==> src/rtl/pc_sequencer.sv <==
// Program-counter sequencer: steps through multi-cycle instructions, wrapping or halting at END_ADDR.
// Optional branch load (ld_en/ld_addr) is enabled by defining PC_SEQ_BRANCH_EN.
module pc_sequencer #(
  parameter int ADDR_W   = 5,
  parameter int CYC_W    = 3,
  parameter int END_ADDR = 2**ADDR_W-1,
  parameter int WRAP     = 1
) (
  input  logic              clk,
  input  logic              rst,
  input  logic              en,
  input  logic [CYC_W-1:0]  op_cycles,
`ifdef PC_SEQ_BRANCH_EN
  input  logic              ld_en,
  input  logic [ADDR_W-1:0] ld_addr,
`endif
  output logic [ADDR_W-1:0] address,
  output logic [CYC_W-1:0]  phase,
  output logic              instr_done,
  output logic              halted
);

  typedef enum logic {RUN = 1'b0, HALTED = 1'b1} state_t;

  localparam logic [ADDR_W-1:0] END_A = ADDR_W'(END_ADDR);

  state_t              state_q, state_d;
  logic [ADDR_W-1:0]   address_q, address_d;
  logic [CYC_W-1:0]    phase_q, phase_d;
  logic [CYC_W-1:0]    len_q, len_d;
  logic                instr_done_q, instr_done_d;
  logic [CYC_W-1:0]    op_len;
  logic                last_phase;

  always_comb begin
    op_len       = (op_cycles == '0) ? CYC_W'(1) : op_cycles;
    // In phase 0 the length has not been captured yet, so decide from the live opcode length.
    last_phase   = (phase_q == '0) ? (op_len == CYC_W'(1))
                                   : (phase_q == len_q - CYC_W'(1));
    state_d      = state_q;
    address_d    = address_q;
    phase_d      = phase_q;
    len_d        = len_q;
    instr_done_d = 1'b0;
    if (state_q == RUN && en) begin
      if (phase_q == '0) len_d = op_len;
      if (last_phase) begin
        phase_d      = '0;
        instr_done_d = 1'b1;
`ifdef PC_SEQ_BRANCH_EN
        if (ld_en) begin
          address_d = ld_addr;
        end else
`endif
        if (address_q != END_A) begin
          address_d = address_q + ADDR_W'(1);
        end else if (WRAP != 0) begin
          address_d = '0;
        end else begin
          state_d = HALTED;
        end
      end else begin
        phase_d = phase_q + CYC_W'(1);
      end
    end
  end

  always_ff @(posedge clk) begin
    if (!rst) begin
      state_q      <= RUN;
      address_q    <= '0;
      phase_q      <= '0;
      len_q        <= CYC_W'(1);
      instr_done_q <= 1'b0;
    end else begin
      state_q      <= state_d;
      address_q    <= address_d;
      phase_q      <= phase_d;
      len_q        <= len_d;
      instr_done_q <= instr_done_d;
    end
  end

  assign address    = address_q;
  assign phase      = phase_q;
  assign instr_done = instr_done_q;
  assign halted     = (state_q == HALTED);

endmodule

==> config.mk <==
export PLATFORM = sky130hd
export DESIGN_NAME = pc_sequencer
export DESIGN_NICKNAME = d
export VERILOG_FILES = /design/src/rtl/pc_sequencer.sv
export SDC_FILE = /design/constraint.sdc
export NUM_CORES = 1
export LEC_CHECK = 0
export ABC_AREA = 1
export BUFFER_PORTS_ARGS = -buffer_cell sky130_fd_sc_hd__buf_2
export CORE_MARGIN = 4
export CORE_UTILIZATION = 51
export DETAILED_ROUTE_END_ITERATION = 16
export PLACE_DENSITY = 0.75
export SLEW_MARGIN = 15
export SYNTH_ARGS = -nofsm -noshare
export SYNTH_HDL_FRONTEND = slang
export SYNTH_SLANG_ARGS = --single-unit
==> constraint.sdc <==
create_clock -name clk -period 1.5 [get_ports clk]
set_input_delay 0.225 -clock clk [delete_from_list [all_inputs] [get_ports clk]]
set_output_delay 0.225 -clock clk [all_outputs]
set_load 0.005 [all_outputs]
==> results.md <==
- ANT cells: 0
- Hold_buf cts: 0
- Final setup TNS: 0 ns
- Logic pwr share: 29.9%
- Sequential power share: 39.9%
- Max Fclk: 0.682 GHz
- # H-tree levels: 1
- Hold Path Class: in2reg
- Syn_nets: 104
- Initial antenna violation count: 0
- Tcrit/Tclk final: 97.8%
- Via count: 668
- Fill cell count: 113
- Count of distinct cell types in the synthesized netlist: 22
- Max Cap Violations: 0
- Die Area: 2060 sq um
- Post-DP HPWL: 1.13 mm
- Synthesized area: 713 sq um
- Worst setup EP type: flip-flop
- Synth Register Bits: 12
- Mux contribution to synthesized area: 1.40%
- RSZ-0062 raised after global routing: yes
- Global-route wire length before repair: 2.50 mm
- DP Cell Count: 123
- TritonCTS buffer count: 3
- Register Area: 241 sq um
- Dpl cell area: 810 sq um
- Critical path class: reg2reg
- DRT antenna net count: 0
- Core Region: 1300 sq um
- Final wirelength: 1.53 mm
- Fin crit period: 1.47 ns
- CP required: 1.67 ns
- Final #Nets: 126
- Worst ir drop on vdd: 0.638 mV
- PortBufs: 14
- P_int: 603 uW
- GR Overflow Total: 0
- Area contributors post-synth: dfxtp_1, ha_1, nand2_1
- Sequential-to-total area share from yosys stat: 33.7%
- Area Overhead vs Synth: 28.4%
- Cell Pwr Density: 974 nW/um^2
- Clk sinks: 12
- Synth area leader: dfxtp_1
- CTS Root Cell: clkbuf_4
- Clk pwr share: 30.2%
- Adder-Cell Fraction of Synth Area: 8.77%
- Dpl ws: -0.0169 ns
- Synth Instances: 93
- Die extent in y: 45.4 microns
- DRC: 0
- All-Layer GR Usage: 17.0%
- Fin. Hold Viols: 0
- CTS max path bufs: 2
- FF-to-FF setup slack: 0.03 ns
- Average wire per standard cell: 11.9 microns
- CTS tree: yes
- Footprint of the multi-input gates: 452 sq um
- DR vias/cell: 5.18
- 1st-iter DRT viols: 7
- Simple-Gate Fraction of Synth Area: 34.7%
- Endpoint arrival time on the critical path: 1.64 ns
- Final instance area: 916 sq um
- Xor/xnor share of the synthesized area: 3.68%
- Final worst-path setup slack: 0.0331 ns
- Clk Latency, worst-skew pair: 0.28 ns
- Commonest non-fill, non-tap cells in the layout: nand2_1, buf_2, dfxtp_1, inv_1
- Worst-path clk slew: 0.08 ns
- Net load switching power: 289 uW
- Num rows: 13
- Sw frac: 32.4%
- Share of layout cells above drive strength 1: 41.2%
- Startpoint types: flip-flop
- Leak Pwr: 0.000439 uW
- Syn. warnings: 0
- Finished Layout Cells: 129
- Vias in the first global route: 606
- Die X: 45.4 microns
- Final Setup Violations: 0
- Compound-Gate Fraction of Synth Area: 6.67%
- Syn avg cell area: 7.67 sq um
- Num ports: 16
- Post-synth top area share: 33.7%
- CP max FO: 7
- Commonest non-fill, non-tap cell in the layout: nand2_1
- Clock skew: 0.00218 ns
- Pin count of the biggest net entering global routing: 15
- RD Place Congestion: 0.749
- Max-slew violation count: 0
- Largest family of logic cells by synthesized area: simple AND/OR/NAND/NOR gates
- Pre-antenna DRT Iters: 4
- Initial Util: 54.8%
- Status: complete, no violations
## worst max-delay path: stages (launching register included)
cell	delay, ns
dfxtp_2	0.35
inv_2	0.04
ha_4	0.26
inv_2	0.03
nand2_2	0.06
nand3_2	0.07
nor2_2	0.12
nand2_2	0.07
nand2_4	0.12
nand2_8	0.09
nand3_2	0.09
nand2_1	0.06
## power groups by stage
stage          Clock, uW  Sequential [uW]  Combinational, uW
6_report             270              356                266
5_1_grt              287              359                298
3_3_place_gp           0              360                212
3_5_place_dp           0              361                219
4_1_cts              272              355                220
2_1_floorplan          0              368                151
## per-stage QoR
step / hold slack, ns / utilization [%] / total power (uW)
final: 0.228 / 70.4 / 892
after detailed placement: 0.467 / 62.2 / 580
after global placement: 0.463 / 62.2 / 572
after CTS: 0.232 / 65.1 / 847
after global routing: 0.244 / 70.4 / 944
after floorplan: 0.359 / - / 519
## Yosys cell counts
library cell  count
nand2_4           2
nor2_1            4
o21ai_0           3
ha_1              5
nand2_8           1
conb_1            1
buf_4             3
o21a_1            1
inv_2             1
a21oi_1           5
nand4_1           5
mux2i_1           1
xnor2_1           2
dfxtp_1          12
nand3_1           7
nor3_1            2
nand3_2           1
inv_1            13
xor2_1            1
nand2_2           3
nor2_2            4
nand2_1          16
## flip-flops by register name, indices dropped and copies added, names as in the netlist
name        flops
address         5
instr_done      1
len_q           3
phase           3
## metal layers
metal / vias to the layer above / track usage (%) / wire length [microns]
li1: 341 / - / -
met2: 19 / 28.7 / 801
met4: 0 / 10.5 / 37
met5: - / 0 / 0
met3: 5 / 3.95 / 64
met1: 303 / 18.9 / 625
## final cells by class
| type | instances | area share, % |
|---|---|---|
| timing repair buffer | 20 | 12.6 |
| sequential | 12 | 26.4 |
| clock buffer | 4 | 3.96 |
| tap | 15 | 2.05 |
| inverter | 14 | 5.74 |
| multi-input combinational | 64 | 49.3 |
## logic make-up after synthesis
logic type / Yosys count
simple gates: 45
buf+inv: 17
compound gates: 9
other cells: 1
mux: 1
flops: 12
fa+ha+maj: 5
xor+xnor: 3
## worst paths after layout
path,from,end,depth (start not counted)
setup / recovery,len_q[0]$_SDFFE_PN1P_,address[0]$_SDFFE_PN0P_,11
setup reg to reg,len_q[0]$_SDFFE_PN1P_,address[0]$_SDFFE_PN0P_,11
hold / removal,op_cycles[0],len_q[0]$_SDFFE_PN1P_,3
hold reg to reg,address[3]$_SDFFE_PN0P_,address[3]$_SDFFE_PN0P_,2
## repair_timing
item | CTS | global route
gates resized for setup | 1 | 12
pin swaps | 0 | 6
buffers inserted | 0 | 2
endpoints found under the setup margin | 4 | 9
Note: power is estimated with default switching activity, not from simulation.
